===== src/rtl/eeprom_boot_loader_pkg.sv =====
// Shared types and helpers for the EEPROM boot loader: FSM state encoding
// and the sizing function for the shared phase timer.
package eeprom_boot_loader_pkg;

  typedef enum logic [3:0] {
    IDLE,
    WAIT_DATA,
    SETUP,
    PULSE,
    HOLD,
    WAIT_WC,
    VERIFY,
    DONE,
    ERROR
  } ee_ldr_state_t;

  // Counter holds (phase length - 1), so clog2 of the longest phase is enough.
  function automatic int timer_width(input int a, input int b, input int c);
    int m;
    m = a;
    if (b > m) m = b;
    if (c > m) m = c;
    return (m < 2) ? 1 : $clog2(m);
  endfunction

endpackage


===== src/rtl/eeprom_boot_loader_phase_timer.sv =====
// Down-counter shared by all timed phases; reloaded on every state entry and
// pulses done in the final cycle of the phase.
module eeprom_boot_loader_phase_timer
  import eeprom_boot_loader_pkg::*;
#(
  parameter int TW = 4
) (
  input  logic          clk,
  input  logic          n_rst,
  input  logic          start,
  input  logic [TW-1:0] load,
  output logic          done
);

  logic [TW-1:0] cnt;
  logic          run;

  always_ff @(posedge clk or negedge n_rst) begin
    if (!n_rst) begin
      cnt <= '0;
      run <= 1'b0;
    end else if (start) begin
      cnt <= load;
      run <= 1'b1;
    end else if (run) begin
      if (cnt == '0) run <= 1'b0;
      else           cnt <= cnt - 1'b1;
    end
  end

  assign done = run && (cnt == '0);

endmodule


===== src/rtl/eeprom_boot_loader.sv =====
// Boot-time EEPROM programmer: writes a byte stream to consecutive addresses,
// times /WE and tWC, reads each byte back and releases N_BOOTED once all verify.
module eeprom_boot_loader
  import eeprom_boot_loader_pkg::*;
#(
  parameter int DEPTH        = 17,
  parameter int WIDTH        = 8,
  parameter int COUNT        = 1 << 17,
  parameter int WE_PULSE     = 4,
  parameter int WRITE_CYCLES = 500,
  parameter int READ_CYCLES  = 2
) (
  input  logic             clk,
  input  logic             n_rst,
  input  logic             start,
  input  logic [WIDTH-1:0] in_data,
  input  logic             in_valid,
  output logic             in_ready,
  output logic [DEPTH-1:0] ee_addr,
  output logic [WIDTH-1:0] ee_data_out,
  output logic             ee_data_oe,
  input  logic [WIDTH-1:0] ee_data_in,
  output logic             ee_n_we,
  output logic             ee_n_oe,
  output logic             n_booted,
  output logic             busy,
  output logic             err
);

  localparam int             TW        = timer_width(WE_PULSE, WRITE_CYCLES, READ_CYCLES);
  localparam logic [DEPTH-1:0] LAST_ADDR = DEPTH'(COUNT - 1);

  ee_ldr_state_t state, state_nxt;
  logic          tmr_start, tmr_done;
  logic [TW-1:0] tmr_load;
  logic          hs, verify_ok, last_addr;
  logic          in_ready_d, oe_d, n_we_d, n_oe_d, n_booted_d, busy_d, err_d;

  assign hs        = in_ready && in_valid;
  assign verify_ok = (ee_data_in == ee_data_out);
  assign last_addr = (ee_addr == LAST_ADDR);

  eeprom_boot_loader_phase_timer #(.TW(TW)) u_timer (
    .clk   (clk),
    .n_rst (n_rst),
    .start (tmr_start),
    .load  (tmr_load),
    .done  (tmr_done)
  );

  always_ff @(posedge clk or negedge n_rst) begin
    if (!n_rst) state <= IDLE;
    else        state <= state_nxt;
  end

  always_comb begin
    state_nxt = state;
    case (state)
      IDLE:      if (start) state_nxt = WAIT_DATA;
      WAIT_DATA: if (hs) state_nxt = SETUP;
      SETUP:     state_nxt = PULSE;
      PULSE:     if (tmr_done) state_nxt = HOLD;
      HOLD:      state_nxt = WAIT_WC;
      WAIT_WC:   if (tmr_done) state_nxt = VERIFY;
      VERIFY: begin
        if (tmr_done) begin
          if (!verify_ok)     state_nxt = ERROR;
          else if (last_addr) state_nxt = DONE;
          else                state_nxt = WAIT_DATA;
        end
      end
      default:   state_nxt = state;
    endcase
  end

  // Timer is reloaded on every state change; only timed phases use it.
  always_comb begin
    tmr_start = (state_nxt != state);
    tmr_load  = '0;
    case (state_nxt)
      PULSE:   tmr_load = TW'(WE_PULSE - 1);
      WAIT_WC: tmr_load = TW'(WRITE_CYCLES - 1);
      VERIFY:  tmr_load = TW'(READ_CYCLES - 1);
      default: tmr_load = '0;
    endcase
  end

  // Outputs decoded from the next state and registered, so they track the state exactly.
  always_comb begin
    in_ready_d = 1'b0;
    oe_d       = 1'b0;
    n_we_d     = 1'b1;
    n_oe_d     = 1'b1;
    n_booted_d = 1'b1;
    busy_d     = 1'b1;
    err_d      = 1'b0;
    case (state_nxt)
      IDLE:        busy_d = 1'b0;
      WAIT_DATA:   in_ready_d = 1'b1;
      SETUP, HOLD: oe_d = 1'b1;
      PULSE: begin
        oe_d   = 1'b1;
        n_we_d = 1'b0;
      end
      VERIFY:      n_oe_d = 1'b0;
      DONE: begin
        busy_d     = 1'b0;
        n_booted_d = 1'b0;
      end
      ERROR: begin
        busy_d = 1'b0;
        err_d  = 1'b1;
      end
      default: ;
    endcase
  end

  always_ff @(posedge clk or negedge n_rst) begin
    if (!n_rst) begin
      in_ready   <= 1'b0;
      ee_data_oe <= 1'b0;
      ee_n_we    <= 1'b1;
      ee_n_oe    <= 1'b1;
      n_booted   <= 1'b1;
      busy       <= 1'b0;
      err        <= 1'b0;
    end else begin
      in_ready   <= in_ready_d;
      ee_data_oe <= oe_d;
      ee_n_we    <= n_we_d;
      ee_n_oe    <= n_oe_d;
      n_booted   <= n_booted_d;
      busy       <= busy_d;
      err        <= err_d;
    end
  end

  // Address never wraps: it stops advancing once the final byte verifies.
  always_ff @(posedge clk or negedge n_rst) begin
    if (!n_rst) begin
      ee_addr     <= '0;
      ee_data_out <= '0;
    end else begin
      if (state == IDLE)
        ee_addr <= '0;
      else if (state == VERIFY && tmr_done && verify_ok && !last_addr)
        ee_addr <= ee_addr + 1'b1;
      if (hs)
        ee_data_out <= in_data;
    end
  end

endmodule

===== config.mk =====
export PLATFORM = sky130hd
export DESIGN_NAME = eeprom_boot_loader
export DESIGN_NICKNAME = d
export VERILOG_FILES = /design/src/rtl/eeprom_boot_loader_pkg.sv /design/src/rtl/eeprom_boot_loader_phase_timer.sv /design/src/rtl/eeprom_boot_loader.sv
export SDC_FILE = /design/constraint.sdc
export NUM_CORES = 1
export LEC_CHECK = 0
export ABC_AREA = 1
export CAP_MARGIN = 20
export CORE_UTILIZATION = 50
export DETAILED_ROUTE_END_ITERATION = 7
export PLACE_DENSITY = 0.78
export SYNTH_ARGS = -nofsm -noshare
export SYNTH_HDL_FRONTEND = slang
export SYNTH_HIERARCHICAL = 1
export SYNTH_SLANG_ARGS = --single-unit
export TNS_END_PERCENT = 5

===== constraint.sdc =====
create_clock -name clk -period 3.8 [get_ports clk]
set_input_delay 0.38 -clock clk [delete_from_list [all_inputs] [get_ports clk]]
set_output_delay 0.38 -clock clk [all_outputs]
set_load 0.03 [all_outputs]

==> metrics <==
number of hold violations in the final report=0; vias in the first global route=roughly 2300; initial standard-cell utilization of the core=52.8%; number of standard cells after synthesis=360; Max H-tree Level=2; TritonCTS buffer count=5; flip-flop and latch count after synthesis=46; number of max-capacitance violations reported=0; type of element launching the critical path=flip-flop; Avg Synthesized Cell Area=around 7.6 µm²; setup slack of the worst register-to-register path=660 ps; number of warnings reported in the yosys synthesis log=6; global-route met2 utilization=around two fifths; count of buffers added by post-CTS timing repair for setup=0; overall routing resource usage=between 20% and 30%; placement-stage cell area=0.00330 mm²; cell-by-cell listing of the critical path=inv_1 > nand3_1 > inv_1 > nand2_1 > nand3_1 > a21oi_1 > nand2_1 > nand2_2 > inv_1 > nand2_1 > nand3b_1 > clkinv_1 > nand2_4 > inv_2 > nand2_1 > nand2_1; via total after detailed routing=between 2000 and 2500; final design utilization=between 60% and 70%; total negative slack=0 ps; required arrival time at the worst endpoint=3990 ps; die outline height=around 76 µm; static leakage power=1.63 nW; highest clock rate=between 300 and 400 MHz; count of distinct cell types in the synthesized netlist=37; cell mode on critical path=sky130_fd_sc_hd__nand2_1; drt initial violations=approximately 110; Design Area, Final=0.00344 mm²; routing layer with the top usage in global route=met2; critical path capture point type=flip-flop; number of sinks handled by clock tree synthesis=46; commonest non-fill, non-tap cell in the layout=sky130_fd_sc_hd__nand2_1; cells resized by post-CTS repair=0; source-to-sink clock delay at the later pin of the worst-skew pair=~300 ps; first-pass iteration count of the detailed router=4; total detailed-routing wirelength=approximately 5.6 mm; maximum number of pins on one net before global-route repair=47; final worst clock skew=approximately 8.5 ps; relative max-transition margin=between 60% and 70%; post-CTS clock slew at the launch and capture registers of the worst setup and hold paths=about 80 ps; worst-path fanout max=13; TritonCTS clock tree=built; vias per std cell=around 5.1; total half-perimeter wirelength after legalization and detailed placement=between 4 and 5 mm; initial antenna violation count=0; unrepaired setup endpoints after global routing=no; fraction of the yosys area taken by sequential cells=between 40 and 50%; CTS Root Buffer Type=sky130_fd_sc_hd__clkbuf_8; critical path's largest stage delay=between 400 and 500 ps; final routed DRC violation total=0; Setup WS pre-CTS=between 600 and 700 ps; data arrival time of the worst path=about 3300 ps; hold slack final=63.0 ps; post-layout worst setup margin=about 660 ps; critical path's slowest cell=sky130_fd_sc_hd__dfrtp_1; Crit Path Class=flip-flop to flip-flop; share of final-layout standard cells stronger than drive strength 1=between 10% and 20%; deepest clock path buffer count=2; min-delay worst type=input pin to asynchronous set/reset pin; final worst path period share=between 80 and 90%; first-pass GRT wire length=~9.4 mm; layout-stage area growth over the synthesis result=26.1%; final-report max-slew violation count=0; Die Outline Area=around 0.0058 mm²; Syn Std Cell Area=0.00273 mm²; top cell family by delay on the critical path=simple AND/OR/NAND/NOR gates; IR Drop Worst-Case VDD=between 200 and 300 µV; Placement Rows=26; run status=finished, final reports clean; Tightest Pin Transition=around 570 ps; power density over cell area=364 mW/mm²; number of I/O pins=52; count of inserted antenna diode cells=0; worst path bufs/invs=5; final-report setup violation count=0; hold buffers post-CTS=0; count of port buffers added during placement=between 50 and 60; average detailed-routed wire length per instance=approximately 12 µm; Chip Width=around 76 µm; grt met1 use=between 20% and 30%; final weighted congestion in routability-driven placement=between 0.9 and 1; Final Critical Period=3140 ps; GRT met3 Usage=under 10%; grt ovf=0; floorplan core area=between 0.005 and 0.006 mm²; Post-layout nets=439; most frequent cells in the layout=100 x sky130_fd_sc_hd__nand2_1, 50 x sky130_fd_sc_hd__clkdlybuf4s50_1, 45 x sky130_fd_sc_hd__inv_1; Routed Antenna Nets=0
==> per-layer routing <==
layer  share of wire [%]  up-vias
met5                   0        -
met4                 1.8        0
met3                 5.0       11
met2                  49       74
met1                  45     1136
li1                    -     1261
==> report_power, final <==
part           total (mW)  leakage (nW)  internal, mW  switching (mW)
clock               0.346        0.0575         0.184           0.162
sequential          0.577         0.579         0.531          0.0454
combinational       0.329         0.997         0.134           0.195
==> cells in the mapped netlist <==
library cell / n / share of area [%]
sky130_fd_sc_hd__buf_1: 1 / 0.14
sky130_fd_sc_hd__clkinv_1: 1 / 0.14
sky130_fd_sc_hd__xor2_1: 5 / 1.6
sky130_fd_sc_hd__nand2_1: 100 / 14
sky130_fd_sc_hd__nor2_8: 1 / 0.73
sky130_fd_sc_hd__conb_1: 1 / 0.14
sky130_fd_sc_hd__mux2_2: 4 / 1.7
sky130_fd_sc_hd__dfstp_2: 3 / 2.9
sky130_fd_sc_hd__nand3_2: 1 / 0.37
sky130_fd_sc_hd__nand4_1: 5 / 1.1
sky130_fd_sc_hd__nor3_1: 8 / 1.5
sky130_fd_sc_hd__nand4_2: 2 / 0.92
sky130_fd_sc_hd__a21oi_1: 12 / 2.2
sky130_fd_sc_hd__nand2_4: 3 / 1.2
sky130_fd_sc_hd__nor2_4: 3 / 1.2
sky130_fd_sc_hd__nand3_1: 23 / 4.2
sky130_fd_sc_hd__o21ai_2: 4 / 1.3
sky130_fd_sc_hd__nand3b_1: 1 / 0.28
sky130_fd_sc_hd__nor2_1: 38 / 5.2
sky130_fd_sc_hd__buf_6: 1 / 0.41
sky130_fd_sc_hd__a31oi_1: 2 / 0.46
sky130_fd_sc_hd__and3_1: 1 / 0.23
sky130_fd_sc_hd__inv_2: 5 / 0.69
sky130_fd_sc_hd__nor2_2: 4 / 0.92
sky130_fd_sc_hd__o21ai_1: 1 / 0.18
sky130_fd_sc_hd__o21ai_0: 13 / 2.4
sky130_fd_sc_hd__clkbuf_1: 2 / 0.28
sky130_fd_sc_hd__ha_1: 3 / 1.4
sky130_fd_sc_hd__a32o_1: 2 / 0.73
sky130_fd_sc_hd__dfrtp_1: 43 / 39
sky130_fd_sc_hd__nor4_1: 1 / 0.23
sky130_fd_sc_hd__or2_4: 1 / 0.32
sky130_fd_sc_hd__inv_1: 45 / 6.2
sky130_fd_sc_hd__o31ai_1: 6 / 1.7
sky130_fd_sc_hd__nand2_2: 7 / 1.6
sky130_fd_sc_hd__xnor2_1: 6 / 1.9
sky130_fd_sc_hd__nor3_2: 1 / 0.37
==> state kept, by name (all words and copies together), names as in the netlist <==
| signal | flops |
|---|---|
| busy | 1 |
| ee_addr | 17 |
| ee_data_oe | 1 |
| ee_data_out | 8 |
| ee_n_oe | 1 |
| ee_n_we | 1 |
| err | 1 |
| in_ready | 1 |
| n_booted | 1 |
| state | 4 |
| u_timer/cnt | 9 |
| u_timer/run | 1 |
==> area by class of cell <==
| cell class | instances | area (µm²) |
|---|---|---|
| Clock buffer | 8 | 110 |
| Inverter | 51 | 191 |
| Multi-Input combinational cell | 260 | 1360 |
| Sequential cell | 46 | 1150 |
| Timing Repair Buffer | 52 | 533 |
| Fill cell | 437 | 1730 |
| Tap cell | 70 | 87.6 |
==> through the flow <==
step | cells | power [mW]
after floorplan | 361 | 0.839
after global placement | 478 | 0.911
after detailed placement | 478 | 0.915
after CTS | 486 | 1.26
after global routing | 487 | 1.34
final | 487 | 1.25
==> final timing paths <==
check,from,endpoint,depth (start not counted)
min in group clk,ee_addr[16],ee_addr[16],1
setup reg to reg,state[0],u_timer/cnt[5],16
hold / removal,n_rst,ee_data_out[2],1
setup / recovery,state[0],u_timer/cnt[5],16
max in group asynchronous,n_rst,ee_addr[4],2
hold reg to reg,ee_addr[16],ee_addr[16],1
==> cells by family after synthesis <==
kind of cell | share of synthesized area (%)
AND/OR/NAND/NOR | 34.3
buffers and inverters | 7.84
AO/OA/AOI/OAI | 8.89
flip-flops | 42.3
other | 0.137
multiplexers | 1.65
XOR/XNOR | 3.53
adder cells (fa/ha/maj) | 1.38
No activity file was read; power rests on OpenSTA's default activity.
